==> src/rtl/sprite_addr_cal_if.sv <==
// Sprite address generator bus: descriptor, sprite state and beam position
// going in, texel address and hit flag coming out.
interface sprite_addr_cal_if;
  logic [79:0] pattern_info;
  logic [31:0] sprite_info;
  logic [9:0]  hcount;
  logic [9:0]  vcount;
  logic [15:0] addr_output;
  logic        valid;

  // Display block side: supplies descriptor/beam, consumes the result.
  modport master (
    output pattern_info,
    output sprite_info,
    output hcount,
    output vcount,
    input  addr_output,
    input  valid
  );

  // Address generator side.
  modport slave (
    input  pattern_info,
    input  sprite_info,
    input  hcount,
    input  vcount,
    output addr_output,
    output valid
  );
endinterface

==> src/rtl/sprite_addr_cal.sv <==
// Per-sprite texel address generator. Decides each pixel whether the beam
// lies on a drawable texel of the sprite and, if so, the pixel-memory word
// address of that texel. One-cycle latency, one result per clock.
module sprite_addr_cal (
  input  logic                 clk,
  input  logic                 reset,
  sprite_addr_cal_if.slave     bus
);

  // True when start <= pos < start + len. Widened to 17 bits so that the
  // box end never wraps past the 10-bit screen coordinate range.
  function automatic logic in_span(input logic [9:0] pos,
                                   input logic [9:0] start,
                                   input logic [15:0] len);
    logic [16:0] pos_w;
    logic [16:0] end_w;
    pos_w = {7'd0, pos};
    end_w = {7'd0, start} + {1'b0, len};
    in_span = (pos >= start) && (pos_w < end_w);
  endfunction

  // Column inside the stored image, mirrored when the sprite faces left.
  function automatic logic [15:0] texel_col(input logic        flip,
                                            input logic [15:0] width,
                                            input logic [15:0] col);
    if (flip) begin
      texel_col = width - 16'd1 - col;
    end else begin
      texel_col = col;
    end
  endfunction

  // Field split of the descriptor and sprite state words.
  logic [15:0] base_s;
  logic [15:0] img_w_s;
  logic [15:0] img_h_s;
  logic [15:0] draw_w_s;
  logic [15:0] draw_h_s;
  logic        visible_s;
  logic        hflip_s;
  logic [9:0]  x_s;
  logic [9:0]  y_s;

  assign base_s    = bus.pattern_info[79:64];
  assign img_w_s   = bus.pattern_info[63:48];
  assign img_h_s   = bus.pattern_info[47:32];
  assign draw_w_s  = bus.pattern_info[31:16];
  assign draw_h_s  = bus.pattern_info[15:0];
  assign visible_s = bus.sprite_info[31];
  assign hflip_s   = bus.sprite_info[30];
  assign x_s       = bus.sprite_info[29:20];
  assign y_s       = bus.sprite_info[19:10];

  // Intermediates for the current beam sample.
  logic [9:0]  col_s;
  logic [9:0]  row_s;
  logic [15:0] col_w_s;
  logic [15:0] row_w_s;
  logic        in_box_s;
  logic        in_img_s;
  logic        hit_s;
  logic [15:0] tcol_s;
  logic [31:0] prod_s;
  logic [15:0] addr_s;

  // Output registers.
  logic        valid_r;
  logic [15:0] addr_r;

  // Reserved sprite bits and the upper product half are intentionally unused.
  logic unused_bits;
  assign unused_bits = ^{bus.sprite_info[9:0], prod_s[31:16]};

  // Hit detection and texel address arithmetic for the current sample.
  always_comb begin
    col_s    = bus.hcount - x_s;
    row_s    = bus.vcount - y_s;
    col_w_s  = {6'd0, col_s};
    row_w_s  = {6'd0, row_s};
    in_box_s = 1'b0;
    in_img_s = 1'b0;
    if (visible_s) begin
      in_box_s = in_span(bus.hcount, x_s, draw_w_s) &&
                 in_span(bus.vcount, y_s, draw_h_s);
    end else begin
      in_box_s = 1'b0;
    end
    // Guards against a draw box larger than the stored image; also
    // rejects img_w == 0 so the mirror below never underflows into a hit.
    in_img_s = (col_w_s < img_w_s) && (row_w_s < img_h_s);
    hit_s    = in_box_s && in_img_s;
    tcol_s   = texel_col(hflip_s, img_w_s, col_w_s);
    prod_s   = {16'd0, row_w_s} * {16'd0, img_w_s};
    addr_s   = base_s + prod_s[15:0] + tcol_s;
  end

  // Register the result; the address is forced to zero on a miss.
  always_ff @(posedge clk or posedge reset) begin
    if (reset) begin
      valid_r <= 1'b0;
      addr_r  <= 16'd0;
    end else begin
      valid_r <= hit_s;
      addr_r  <= hit_s ? addr_s : 16'd0;
    end
  end

  assign bus.valid       = valid_r;
  assign bus.addr_output = addr_r;

endmodule

==> src/flat_wrapper.sv <==
// flat-port wrapper written by rule: the top's interface ports become plain ports
module sprite_addr_cal_flat 
  (clk, reset, bus_pattern_info, bus_sprite_info, bus_hcount, bus_vcount, bus_addr_output, bus_valid);
  sprite_addr_cal_if bus_i ();
  input  logic clk;
  input  logic reset;
  input wire logic [$bits(bus_i.pattern_info)-1:0] bus_pattern_info;
  input wire logic [$bits(bus_i.sprite_info)-1:0] bus_sprite_info;
  input wire logic [$bits(bus_i.hcount)-1:0] bus_hcount;
  input wire logic [$bits(bus_i.vcount)-1:0] bus_vcount;
  output wire logic [$bits(bus_i.addr_output)-1:0] bus_addr_output;
  output wire logic [$bits(bus_i.valid)-1:0] bus_valid;
  assign bus_i.pattern_info = bus_pattern_info;
  assign bus_i.sprite_info = bus_sprite_info;
  assign bus_i.hcount = bus_hcount;
  assign bus_i.vcount = bus_vcount;
  assign bus_addr_output = bus_i.addr_output;
  assign bus_valid = bus_i.valid;
  sprite_addr_cal u_core (.clk(clk), .reset(reset), .bus(bus_i));
endmodule
==> config.mk <==
export PLATFORM = sky130hd
export DESIGN_NAME = sprite_addr_cal_flat
export DESIGN_NICKNAME = d
export VERILOG_FILES = /design/src/rtl/sprite_addr_cal_if.sv /design/src/rtl/sprite_addr_cal.sv /design/src/flat_wrapper.sv
export SDC_FILE = /design/constraint.sdc
export NUM_CORES = 1
export LEC_CHECK = 0
export CORE_ASPECT_RATIO = 1.25
export CORE_MARGIN = 1.5
export CORE_UTILIZATION = 55
export DETAILED_ROUTE_END_ITERATION = 8
export PLACE_DENSITY = 0.84
export SLEW_MARGIN = 40
export SYNTH_ARGS = -nofsm -noshare
export SYNTH_HDL_FRONTEND = slang
export SYNTH_SLANG_ARGS = --single-unit
==> constraint.sdc <==
create_clock -name clk -period 0.8 [get_ports clk]
set_input_delay 0.08 -clock clk [delete_from_list [all_inputs] [get_ports clk]]
set_output_delay 0.08 -clock clk [all_outputs]
set_load 0.005 [all_outputs]
Word level (Yosys, flattened, before mapping):

Cells that the tools add are included.

* bits in registers: 17
* bits of input ports: 134
* output and inout bits: 17
* logic and storage cells: 25

* $add $sub $neg: 8
* $mul: 1
* magnitude comparators: 6
* multiplexer cells: 3
* reductions and logical operators: 5

Operators with widths (count)
* adder 10 x 16 -> 17 bit: 2
* less-than comparator 10 x 17 -> 1 bit: 2
* adder 16 bit: 2
* less-than comparator 10 x 16 -> 1 bit: 2
* two-way mux 16 bit: 2
* >= comparator 10 bit: 2
* subtractor 10 bit: 2
* multiplier 10 x 16 -> 16 bit: 1
* subtractor 16 x 1 -> 16 bit (second input constant): 1
* subtractor 16 x 10 -> 16 bit: 1
* logical AND 1 bit: 5
* two-way mux 1 bit: 1

Logic depth before layout (Yosys ltp):

Gate-level depths: netlist of the first run.

* depth after elaboration: 7
* gate-level depth with buffers: 34
* depth with buffers taken out: 34

Worst setup path after synthesis of the first run:

OpenSTA, ideal clock, no wires.

* path kind: input to register
* from: input bus_hcount[0]
* to: register u_core.addr_r[15] (netlist: u_core.bus.addr_output[15])
* setup time: 0.119 ns
* arrival: 7.146 ns
* path slack: -6.465 ns
* cell stages on the path: 32
* buffers on the path: 0
* path through: inv_1 ha_1 inv_1 fa_1 a21o_1 a21oi_1 xnor2_1 inv_1 ha_1 nor2b_1 o21ai_0 a21boi_0 o41a_1 o31ai_1 nand4b_1 xor2_1 nor2_1 fa_1 inv_1 fa_1 fa_1 fa_1 xor2_1 xnor2_1 xnor2_1 xnor2_1 xnor3_1 xnor2_1 xor3_1 xor2_1 xnor3_1 and2_1

* word-level cells in the longest chain between the ends: 6
* elaborated cells between the ends (all ways): 13
* classes of those cells: 3 x add/sub; 3 x order compare; 3 x mux; 4 x reduce/logical

Ends and longest elaborated chain
* from (decl): line flat_wrapper.sv:9 `input wire logic [$bits(bus_i.hcount)-1:0] bus_hcount;`
* parallel branches: the longest is 5 deep, another holds subtractor 16 x 10 -> 16 bit
* two-way mux 16 bit *: line sprite_addr_cal.sv:104 `addr_r <= hit_s ? addr_s : 16'd0;`
* to (signal assigned): line sprite_addr_cal.sv:104
* to (decl): line sprite_addr_cal.sv:68 `logic [15:0] addr_r;`

Every way passes the cells marked *.

Final worst setup path of the first run:

Ends and elaborated chain as after synthesis.

==> reports/results.txt, run 1 <==
Failing checks - setup timing
Area after DPL - 0.0112 mm^2
Status - complete, but fails checks
Max-slew violations - 0
DR WL/cell - 25.3 um
Share of cells above drive strength 1 - 34.8%
FFs w/ async S/R, synth - 100%
Post-Synth XOR/XNOR Area - 8.26%
Worst setup SP type - input pin
Worst-path maximum fanout - 4
CP arrival - 7.51 ns
Filler instances - 479
Total clock sinks - 17
Initial drt markers - 1285
Pre-CTS WS - -7.06 ns
Number of flops mapped to enable cells by yosys - 0
Final #Nets - 1694
Synth Area in Compound Gates - 13.0%
Post-Route WL - 38.4 mm
Class of the worst hold path - input pin to async pin
Fin. Hold Viols - 0
Adder-cell share of the synthesized area - 45.0%
Total Die Area - 0.0149 mm^2
Routability cong. - 0.940
Syn Inst Count - 944
Gr ovfl total - 0
Post-synthesis mux area share - 0.787%
Synth Cell Area - 0.00779 mm^2
CTS max path bufs - 2
CTS buffer count - 3
Largest cells by area after synthesis - fa_1, ha_1, inv_1
Area of the core - 0.0138 mm^2
Synth cell types - 60
Pre-antenna DRT Iters - 9
First-pass GRT wire length - 46.8 mm
Fin crit period - 7.35 ns
H-tree lvl count - 1
Final setup vio count - 34
Row cnt - 48
DRT antenna net count - 0
Pin count of the biggest net entering global routing - 18
Top FF cell, synth - dfrtp_1
Syn_area_per_cell - 8.25 um^2
Syn nets - 1296
Setup crit end kind - flip-flop
CP most frequent cell - fa_1
DRC viols - 0
CP max stage cell - fa_1
Final HPWL DP - 20.6 mm
Vias in the first global route - 9748
CTS clk-pin slew, worst paths - 0.05 ns
CTS Root Cell - clkbuf_16
Multi-input logic area - 0.00756 mm^2
Synthesized flop and latch total - 17
Finished Cell Area - 0.0126 mm^2
Period utilization - 919%
TritonCTS clock tree - yes
Tot GR Track Use - 41.2%
Initial Util - 56.4%
Storage cell area - 425 um^2
Unrepaired setup endpoints after global routing - true
Initial antenna violation count - 3
Count leader, synth - inv_1
Port Buf Inserts - 140
Sequential share of the synthesized area - 5.46%
Via Count - 9851
Synth Warn # - 0
Max incr delay on CP - 0.56 ns
Simple-Gate Fraction of Synth Area - 16.9%
Max_cap viols - 0
CP Class - input pin to flip-flop
Slew margin rel. - 53.1%
Cell taking the most area after synthesis - fa_1
Average vias per placed instance - 6.49
Critical Path RT - 0.96 ns
I/O pins - 151
Chip width - 109 um
Final Util - 91.0%
Area growth syn-to-layout - 61.4%
Slew @ Worst Pin - 0.686 ns
Fmax - 0.136 GHz
Chip Height - 136 um
Area share of the largest cell type after synthesis - 26.7%
Setup slack after layout - -6.55 ns
Largest family of logic cells by synthesized area - adder cells
Synth top cells by count - inv_1, ha_1, fa_1, nand2_1, and2_1
-- sequential cells by signal, indices dropped and copies added (netlist names) --
name                    count
u_core.bus.valid            1
u_core.bus.addr_output     16
-- stage by stage --
stage                     std cells  TNS (ns)  hold slack, ns
after floorplan                 944    -68.62         0.00607
after global placement         1456    -87.03           0.407
after detailed placement       1456    -89.58           0.407
after CTS                      1500    -77.14           0.149
after global routing           1517    -87.68           0.168
final                          1518    -84.24           0.138
-- placed cells by master, fill, tap and decap left out, types with 17 or more instances in the layout --
| cell | n |
|---|---|
| buf_4 | 246 |
| inv_1 | 162 |
| clkdlybuf4s50_1 | 106 |
| fa_1 | 95 |
| ha_1 | 88 |
| nand2_1 | 73 |
| and2_1 | 54 |
| nor2_1 | 38 |
| a21oi_1 | 32 |
| xnor2_1 | 32 |
| inv_2 | 29 |
| buf_6 | 28 |
| ha_4 | 21 |
| buf_2 | 19 |
| o21ai_0 | 18 |
| xor2_1 | 17 |
| dfrtp_1 | 17 |
-- critical path: cells and delay by family --
family	cells	cell delay, ns
fa+ha+maj	8	3.01
simple gates	5	0.55
buf+inv	8	0.66
xor+xnor	4	0.74
compound gates	12	2.47
-- timing repair --
| action | 4_1_cts | 5_1_grt |
|---|---|---|
| gates cloned | 2 | 0 |
| pin swaps | 87 | 75 |
| hold buffers | 0 | 0 |
| resized for setup | 181 | 121 |
| buffers inserted | 38 | 25 |
| setup endpoints to repair | 34 | 34 |
-- per-layer routing --
metal / share of wire, % / GRT usage [%] / vias up
met2: 46 / 75.2 / 1020
met4: 13 / 32.8 / 0
li1: - / - / 3830
met3: 11 / 6.71 / 509
met1: 29 / 40.1 / 4492
met5: 0 / 0 / -
-- kinds of logic after synthesis --
logic type	count (synthesis)
simple gates	262
fa+ha+maj	218
compound gates	156
buf+inv	218
mux	6
flops	17
xor+xnor	67
-- path summary, 6_finish.rpt --
path / start / endpoint / slack [ns]
setup / recovery: bus_hcount[0] / u_core.bus.addr_output[15] / -6.55
hold / removal: reset / u_core.bus.addr_output[5] / 0.14
max in group asynchronous: reset / u_core.bus.addr_output[15] / 0.54
min in group clk: bus_pattern_info[64] / u_core.bus.addr_output[0] / 0.65
-- area by class of cell --
cell class / instances / area share, %
Multi-Input combinational cell: 709 / 60.2
Tap cell: 175 / 1.74
Clock buffer: 4 / 0.627
Timing Repair Buffer: 416 / 28.1
Inverter: 195 / 5.96
Sequential cell: 17 / 3.39
Antenna cell: 2 / 0.0398
Power of run 1 is left out: the tool's default activity adds up to more than one toggle a clock period on the data nets, which glitch-free logic cannot reach.
==> run 2, diff against run 1 <==
CORE_UTILIZATION = 64   (was 55)
DONT_BUFFER_PORTS = 1   (was unset)
PLACE_DENSITY = 0.8   (was 0.84)
==> reports/results.txt, run 2 (same netlist as run 1, synthesis figures left out) <==
CP arrival - 7.04 ns
Total clock sinks - 17
Fmax - 0.145 GHz
Class of the worst hold path - input pin to flip-flop
Port Buf Inserts - 0
Average vias per placed instance - 5.89
Max incr delay on CP - 0.58 ns
Pre-antenna DRT Iters - 8
Fin. Hold Viols - 0
Share of cells above drive strength 1 - 26.8%
Chip Height - 126 um
Tot GR Track Use - 35.5%
Initial antenna violation count - 1
Status - complete, but fails checks
Pin count of the biggest net entering global routing - 18
Routability cong. - 0.958
Max reg flops - 16
Area growth syn-to-layout - 30.1%
DR WL/cell - 19.5 um
Max-slew violations - 0
Setup crit end kind - flip-flop
Slew @ Worst Pin - 0.574 ns
CTS clk-pin slew, worst paths - 0.05 ns
CP Class - input pin to flip-flop
Failing checks - setup timing
Most frequent cells in the layout - inv_1, buf_4, fa_1, ha_1, nand2_1
Unrepaired setup endpoints after global routing - true
Pre-CTS WS - -6.34 ns
CP max stage cell - fa_1
Setup slack after layout - -6.10 ns
H-tree lvl count - 1
Most common cell after layout, fill and taps aside - inv_1
Area of the core - 0.0117 mm^2
Filler instances - 600
I/O pins - 151
Via Count - 7550
Slew margin rel. - 61.5%
Total Die Area - 0.0128 mm^2
CP Launch Point - bus_hcount[0]
Chip width - 102 um
Fin crit period - 6.90 ns
Final HPWL DP - 17.6 mm
Max_cap viols - 0
Row cnt - 44
Fin Setup TNS - -75.66 ns
Final setup vio count - 17
Worst setup SP type - input pin
CTS Root Cell - clkbuf_16
CTS max path bufs - 2
First-pass GRT wire length - 35.9 mm
Vias in the first global route - 7843
CTS buffer count - 3
Post-Route WL - 25.0 mm
DRT antenna net count - 0
TritonCTS clock tree - yes
Initial drt markers - 453
Multi-input logic area - 0.00710 mm^2
Gr ovfl total - 0
Worst-case hold slack - 0.166 ns
Final #Nets - 1472
Storage cell area - 425 um^2
DRC viols - 0
Final Util - 86.4%
Period utilization - 862%
Crit path capture - u_core.bus.addr_output[15]
Critical Path RT - 0.94 ns
Initial Util - 66.4%
Worst-path maximum fanout - 3
[run 2: how the worst min path moves through the flow]
stage | startpoint | endpoint | slack, ns | cells past startpoint
3_3_place_gp | reset | u_core.bus.addr_output[3] | -0.007 | 2
5_1_grt | bus_pattern_info[64] | u_core.bus.addr_output[0] | 0.19 | 2
2_1_floorplan | reset | u_core.bus.addr_output[0] | 0.006 | 1
3_5_place_dp | reset | u_core.bus.addr_output[2] | 0.0004 | 2
6_report | bus_pattern_info[64] | u_core.bus.addr_output[0] | 0.17 | 2
4_1_cts | bus_pattern_info[64] | u_core.bus.addr_output[0] | 0.13 | 2
[run 2: final cells by class]
cell class | count | share of cell area (%)
tap | 161 | 1.99
clock inverter | 1 | 0.0494
inverter | 195 | 7.48
multi-input combinational | 709 | 70.0
sequential | 17 | 4.20
timing repair buffer | 194 | 15.5
clock buffer | 3 | 0.741
antenna | 1 | 0.0247
[run 2: layer usage]
layer  GRT usage (%)  up-vias  wire length, um
li1                -     3376                -
met1            36.6     3601             8320
met4            20.1        0             1800
met3            8.04      154             2020
met5               0        -                0
met2            64.5      419            12800
[run 2: worst max-delay path, delay by kind of cell]
family                     cells  cell delay (ns)
and+or+nand+nor                6             0.71
xor gates and xnor gates       4             0.71
AOI/OAI and AO/OA              9             1.84
buffers and inverters          8             0.79
adders and majority gates      8             2.93
[run 2: timing repair]
action,CTS,global route
setup endpoints to repair,17,17
hold buffers,1,0
cloned,2,0
hold endpoints to repair,17,0
resized for setup,41,47
buffers inserted,12,11
pin swaps,60,43
[run 2: stage by stage]
| stage | instance area, um^2 | instances |
|---|---|---|
| floorplan | 8040 | 944 |
| global placement | 9450 | 1253 |
| detailed placement | 9450 | 1253 |
| CTS | 9820 | 1269 |
| global route | 10100 | 1280 |
| finish | 10100 | 1281 |
Power of run 2 is left out for the same reason.
